[src/rtl/sdram_write_buffer.sv]
// Posted-write FIFO feeding the SDRAM arbiter's single-word write port.
// Optional store-to-load forwarding lookup enabled by defining WRITE_BUF_FWD_EN.
module sdram_write_buffer #(
  parameter int unsigned DEPTH  = 8,
  parameter int unsigned ADDR_W = 25,
  parameter int unsigned DATA_W = 32
) (
  input  logic                     clk,
  input  logic                     rst,
  input  logic                     wr_valid,
  input  logic [ADDR_W-1:0]        wr_addr,
  input  logic [DATA_W-1:0]        wr_data,
  output logic                     wr_ready,
  output logic                     writeReq,
  output logic [ADDR_W-1:0]        sl_addr,
  output logic [DATA_W-1:0]        writeData,
  input  logic                     doneWrite,
  output logic                     empty,
  output logic [$clog2(DEPTH):0]   count,
  output logic                     err_underflow,
  input  logic [ADDR_W-1:0]        lk_addr,
  output logic                     lk_hit,
  output logic [DATA_W-1:0]        lk_data
);

  localparam int unsigned PW = $clog2(DEPTH);
  localparam int unsigned CW = PW + 1;
  localparam logic [CW-1:0] FullCount = CW'(DEPTH);

  logic [ADDR_W-1:0] r_addr_mem [DEPTH];
  logic [DATA_W-1:0] r_data_mem [DEPTH];
  logic [PW-1:0]     r_wr_ptr;
  logic [PW-1:0]     r_rd_ptr;
  logic [CW-1:0]     r_count;
  logic              r_err_underflow;

  logic w_not_empty;
  logic w_push;
  logic w_pop;

  // Both flags come from registered count only; doneWrite never reaches wr_ready.
  assign w_not_empty = (r_count != '0);
  assign wr_ready    = (r_count != FullCount);
  assign w_push      = wr_valid && wr_ready;
  assign w_pop       = doneWrite && w_not_empty;

  always_ff @(posedge clk or posedge rst) begin
    if (rst) begin
      r_wr_ptr        <= '0;
      r_rd_ptr        <= '0;
      r_count         <= '0;
      r_err_underflow <= 1'b0;
    end else begin
      if (w_push) begin
        r_wr_ptr <= r_wr_ptr + 1'b1;
      end
      if (w_pop) begin
        r_rd_ptr <= r_rd_ptr + 1'b1;
      end
      if (w_push && !w_pop) begin
        r_count <= r_count + 1'b1;
      end else if (w_pop && !w_push) begin
        r_count <= r_count - 1'b1;
      end
      if (doneWrite && !w_not_empty) begin
        r_err_underflow <= 1'b1;
      end
    end
  end

  // Storage is not reset; validity is tracked entirely by the pointers and count.
  always_ff @(posedge clk) begin
    if (w_push) begin
      r_addr_mem[r_wr_ptr] <= wr_addr;
      r_data_mem[r_wr_ptr] <= wr_data;
    end
  end

  assign writeReq      = w_not_empty;
  assign empty         = !w_not_empty;
  assign count         = r_count;
  assign err_underflow = r_err_underflow;
  assign sl_addr       = w_not_empty ? r_addr_mem[r_rd_ptr] : '0;
  assign writeData     = w_not_empty ? r_data_mem[r_rd_ptr] : '0;

`ifdef WRITE_BUF_FWD_EN
  // Scan oldest to youngest so the last match (youngest write) wins.
  always_comb begin
    logic [PW-1:0] w_idx;
    lk_hit  = 1'b0;
    lk_data = '0;
    w_idx   = '0;
    for (int i = 0; i < int'(DEPTH); i++) begin
      w_idx = r_rd_ptr + PW'(i);
      if ((CW'(i) < r_count) && (r_addr_mem[w_idx] == lk_addr)) begin
        lk_hit  = 1'b1;
        lk_data = r_data_mem[w_idx];
      end
    end
  end
`else
  logic w_unused_lk_addr;
  assign w_unused_lk_addr = ^lk_addr;
  assign lk_hit  = 1'b0;
  assign lk_data = '0;
`endif

endmodule

[config.mk]
export PLATFORM = sky130hd
export DESIGN_NAME = sdram_write_buffer
export DESIGN_NICKNAME = d
export VERILOG_FILES = /design/src/rtl/sdram_write_buffer.sv
export SDC_FILE = /design/constraint.sdc
export NUM_CORES = 1
export LEC_CHECK = 0
export ABC_AREA = 1
export BUFFER_PORTS_ARGS = -buffer_cell sky130_fd_sc_hd__buf_4
export CORE_ASPECT_RATIO = 1.75
export CORE_MARGIN = 2
export CORE_UTILIZATION = 55
export DETAILED_ROUTE_END_ITERATION = 8
export PLACE_DENSITY_LB_ADDON = 0.08
export SLEW_MARGIN = 10
export SYNTH_ARGS = -nofsm -noshare
export SYNTH_HDL_FRONTEND = slang
export SYNTH_SLANG_ARGS = --single-unit
[constraint.sdc]
create_clock -name clk -period 4.3 [get_ports clk]
set_input_delay 1.075 -clock clk [delete_from_list [all_inputs] [get_ports clk]]
set_output_delay 1.075 -clock clk [all_outputs]
set_load 0.02 [all_outputs]
# --- Word level (Yosys, flattened, before mapping) ---
# Memories as Yosys holds them, arrays and structs flattened.
# Index checks and enable logic that the tools add are counted.
totals:
  reg_bits: 11
  latchBits: 0
  mem_bits_rw: 456
  romBits: 0
  inputBits: 86
  wordCells: 27
  n_memories: 2
mem_list:
  columns: ["name", "depth", "word_bits", "rd", "rd_ports_with_merged_regs", "write_ports", "line", "text"]
  rows:
  - ["r_data_mem", 8, 32, 1, 0, 1, "31", "logic [DATA_W-1:0] r_data_mem [DEPTH];"]
  - ["r_addr_mem", 8, 25, 1, 0, 1, "30", "logic [ADDR_W-1:0] r_addr_mem [DEPTH];"]
op_classes:
  add_sub_neg: 4
  mul: 0
  div_mod_pow: 0
  n_lt_le_gt_ge: 0
  eq_ne: 1
  shift: 0
  n_mux: 6
  bitwise_logic: 0
  n_reduce_logical: 10
ops:
  columns: ["op", "n"]
  rows:
  - ["$mux 32", 1]
  - ["$mux 25", 1]
  - ["$mux 4", 2]
  - ["$add 3x1->3 const B", 2]
  - ["$logic_and 1x1->1", 5]
  - ["$add 4x1->4 const B", 1]
  - ["$ne 4x4->1 const B", 1]
  - ["$reduce_bool 4->1", 1]
  - ["$sub 4x1->4 const B", 1]
  - ["$logic_not 1->1", 3]
  - ["$mux 1", 2]
  - ["$reduce_bool 2->1", 1]

# --- Depth between registers and ports, before layout ---
depth:
  word_depth: 6
  ltp_mapped: 13

# --- Least setup slack after synthesis ---
# Ideal clock, no wire load.
synth_path:
  kind: "input to register"
  startpoint: "in wr_valid"
  endpoint: "mem r_addr_mem[0][0], enable pin"
  setup_time_ns: 0.472
  arrival_ns: 3.892
  t_required_ns: 3.828
  slack_ns: -0.064
  cell_stages: 3
  path_cell_list: "nand2_1 > or2_2 > nor2_1"
synth_between:
  elab_chain_cells: 3
synth_rtl:
  columns: ["element", "line", "text"]
  rows:
  - ["start, declared", "10", "input logic wr_valid,"]
  - ["$logic_and 1x1->1", "44", "assign w_push = wr_valid && wr_ready;"]
  - ["$mux 1", "73", "if (w_push) begin"]
  - ["$mux 1 (implied by the code)", "74", "r_addr_mem[r_wr_ptr] <= wr_addr;"]
  - ["end, declared", "30", null]
# Every way passes these cells.

# --- Final worst setup path ---
layout_path:
  startpoint: "reg r_rd_ptr[0]"
  endpoint: "out sl_addr[10]"
layout_between:
  elab_chain_cells: 2
layout_rtl:
  columns: ["element", "line", "text"]
  rows:
  - ["start, declared", "33", "logic [PW-1:0] r_rd_ptr;"]
  - ["start signal, assigned", "58", "r_rd_ptr <= r_rd_ptr + 1'b1;"]
  - ["$mem_v2 8x25", null, null]
  - ["$mux 25", "83", "assign sl_addr = w_not_empty ? r_addr_mem[r_rd_ptr] : '0;"]
  - ["end, declared", "15", "output logic [ADDR_W-1:0] sl_addr,"]
# Every way passes these cells.

==> impl_metrics.toml <==
[routing]
drc = 0
wirelength_um = 44100
drtIter0Drc = 783
avgRoutedWirePerCell_um = 16.3
firstDrtPassIters = 5
vias = 13567
drtAntennaViolNets = 0
vias_per_cell = 5.01

[cts]
clk_pin_slew_ns = 0.06
cts-root-buf = "clkbuf_16"
hold_buffers = 0
clk_latency_ns = 0.54
cts_buffer_depth = 3
cts_buffers = 41
cts_setup_buffers = 0
ctsResizeCount = 0
htreeDepth = 2
cts_tree = "yes"
clkSinkCount = 467

[cells_and_area]
post-route-util_pct = 63.1
finalNetCount = 2284
stdcell_area_mm2 = 0.0236
layout_commonest_cell = "nand2_1"
drive_above_1_share_pct = 10.3
mostFrequentLayoutCells = "nand2_1 (595), inv_1 (466), edfxtp_1 (456)"
areaGrowthSynthToFinish_pct = 13.8

[power]
power.internal_mw = 10.1
ir_drop_mv = 0.725
switching_share_pct = 38.1
share_seq_of_total_power_pct = 36.6
p_switching_mw = 6.21
report.power.total_mw = 16.3
p_leak_nw = 10.8
combPwrFrac_pct = 40.0
pwr-share-clk_pct = 23.4
powerDensity_mw_per_mm2 = 691

[sta]
timing.fmax_ghz = 0.269
hold_violations = 0
tightest_slew_ns = 1.12
tns_ns = 0
finalSetupViolCount = 0
finalClockSkew_ns = 0.0196
final.min_clock_period_ns = 3.72
drv_slew = 0
slew_headroom_pct = 25.1
rsz0062_at_grt = "no"
post-route-period-util_pct = 86.4

[logic_synthesis]
seq_area_frac_synth_pct = 67.4
synth_top_family_by_area = "simple AND/OR/NAND/NOR gates"
synth_cell_type_count = 20
synth_compound_area_share_pct = 0.157
synth_top_area_share_pct = 66.0
avgSynthCellArea_um2 = 9.92
synth_xor_area_share_pct = 0.211
netlist_instances = 2091
synth.area.mux_share_pct = 0
yosys.area_share.simple_pct = 20.1
netlist_top_cells_area = "edfxtp_1 (66%), nand2_1 (11%), inv_1 (8.4%)"
synth-seq-cells = 467
yosys_warnings = 0
yosysTopAreaCell = "edfxtp_1"
synthesis.area_mm2 = 0.0207
synth_fa_ha_area_share_pct = 0.398

[min_path]
worstHoldEndpoint = "err_underflow"
min_path_cells = 1
min_from = "err_underflow"
hold_class = "flop to flop"

[setup_path]
startpoint = "r_rd_ptr[0]"
cp-end-kind = "output pin"
r2r_cells = 11
path_class = "flop to output pin"
reg2reg_slack_ns = 1.34
r2r_end = "count[3]"
r2r_start = "count[0]"
cp.arrival_ns = 2.64
critical_path_required_ns = 3.22
cp-start-kind = "flop"
crit_path_max_fanout = 229

[placed_design]
placed_cell_area_mm2 = 0.0222
io_buffers = 125
hpwl_um = 23300
gp_congestion = 0.735

[outcome]
outcome = "finished, final reports clean"

[floorplan]
ios = 184
die_area_mm2 = 0.0393
die_width_um = 151
die_y_um = 261
start_util_pct = 55.4
rows = 94
coreArea_mm2 = 0.0374

[run]
drv_cap = 0

[global_route]
grt-ovfl-total = 0
grt_antenna_before_repair = 4
grtUsageTotal_pct = 23.0
grt_pass1_wl_um = 68700
grt_pass1_vias = 13305
grt_start_max_net_pins = 230
[layer usage]
metal / part of all wire [%] / up-vias / global-route usage, % / wire length, um
li1: - / 6656 / - / -
met1: 40 / 6504 / 27.0 / 17400
met2: 52 / 329 / 41.9 / 23200
met3: 4.8 / 78 / 3.25 / 2110
met4: 3.2 / 0 / 9.09 / 1430
met5: 0 / - / 0 / 0
[cells in the mapped netlist]
cell	count
nand2_1	595
inv_1	466
edfxtp_1	456
nand3_1	289
nor2_1	125
buf_2	66
buf_4	34
clkbuf_1	16
buf_1	11
dfrtp_1	11
ha_1	5
o21ai_0	4
xnor2_1	4
inv_2	2
or2_2	2
a21o_1	1
a21oi_1	1
conb_1	1
fa_1	1
xor2_1	1
[stage by stage]
stage	worst slack, ns	hold WS [ns]	cells
5_1_grt	0.476	0.505	2707
6_report	0.584	0.470	2707
3_3_place_gp	1.23	0.441	2629
3_5_place_dp	1.20	0.462	2629
4_1_cts	0.616	0.476	2703
2_1_floorplan	-0.0642	0.493	2123
[logic make-up (layout without fill, tap and decap cells)]
| logic type | count (synthesis) | after routing |
|---|---|---|
| simple gates | 1011 | 1011 |
| buf+inv | 595 | 695 |
| flops | 467 | 467 |
| fa+ha+maj | 6 | 6 |
| compound gates | 6 | 6 |
| xor+xnor | 5 | 5 |
| other cells | 1 | 37 |
[worst max-delay path, stage by stage (launching register included)]
cell,delay [ns]
dfrtp_4,0.45
buf_12,0.73
nand2_1,0.14
nand3_1,0.13
nand3_1,0.08
nand2_1,0.10
nor2_1,0.10
buf_4,0.17
[registers in the layout, indices dropped and copies added (netlist names)]
signal and flops:
r_data_mem 256, r_rd_ptr 3, count 4, r_wr_ptr 3, err_underflow 1, r_addr_mem 200
[worst max path at each step]
stage	end	slack, ns	cells past startpoint
finish	sl_addr[10]	0.58	7
global route	writeData[14]	0.48	7
CTS	sl_addr[10]	0.62	8
detailed placement	sl_addr[10]	1.20	8
global placement	sl_addr[5]	1.23	7
floorplan	r_addr_mem[0][0]	-0.06	3
[power by group through the flow]
stage	clock [mW]	sequential, mW	combinational (mW)
3_5_place_dp	0	6.07	6.59
4_1_cts	3.89	5.97	6.62
3_3_place_gp	0	6.05	6.51
6_report	3.81	5.97	6.52
2_1_floorplan	0	5.97	4.30
5_1_grt	4.06	6.02	7.24
[final cells by class]
type                    instances  area (um^2)
diodes                          4         10.0
clock buffers                  46         1090
clock inverters                28          319
fillers                      2961        13800
inverters                     468         1760
multi-input cells            1061         4520
flip-flops and latches        467        14000
well taps                     480          601
repair buffers                153         1310
Note: power is estimated with default switching activity, not from simulation.
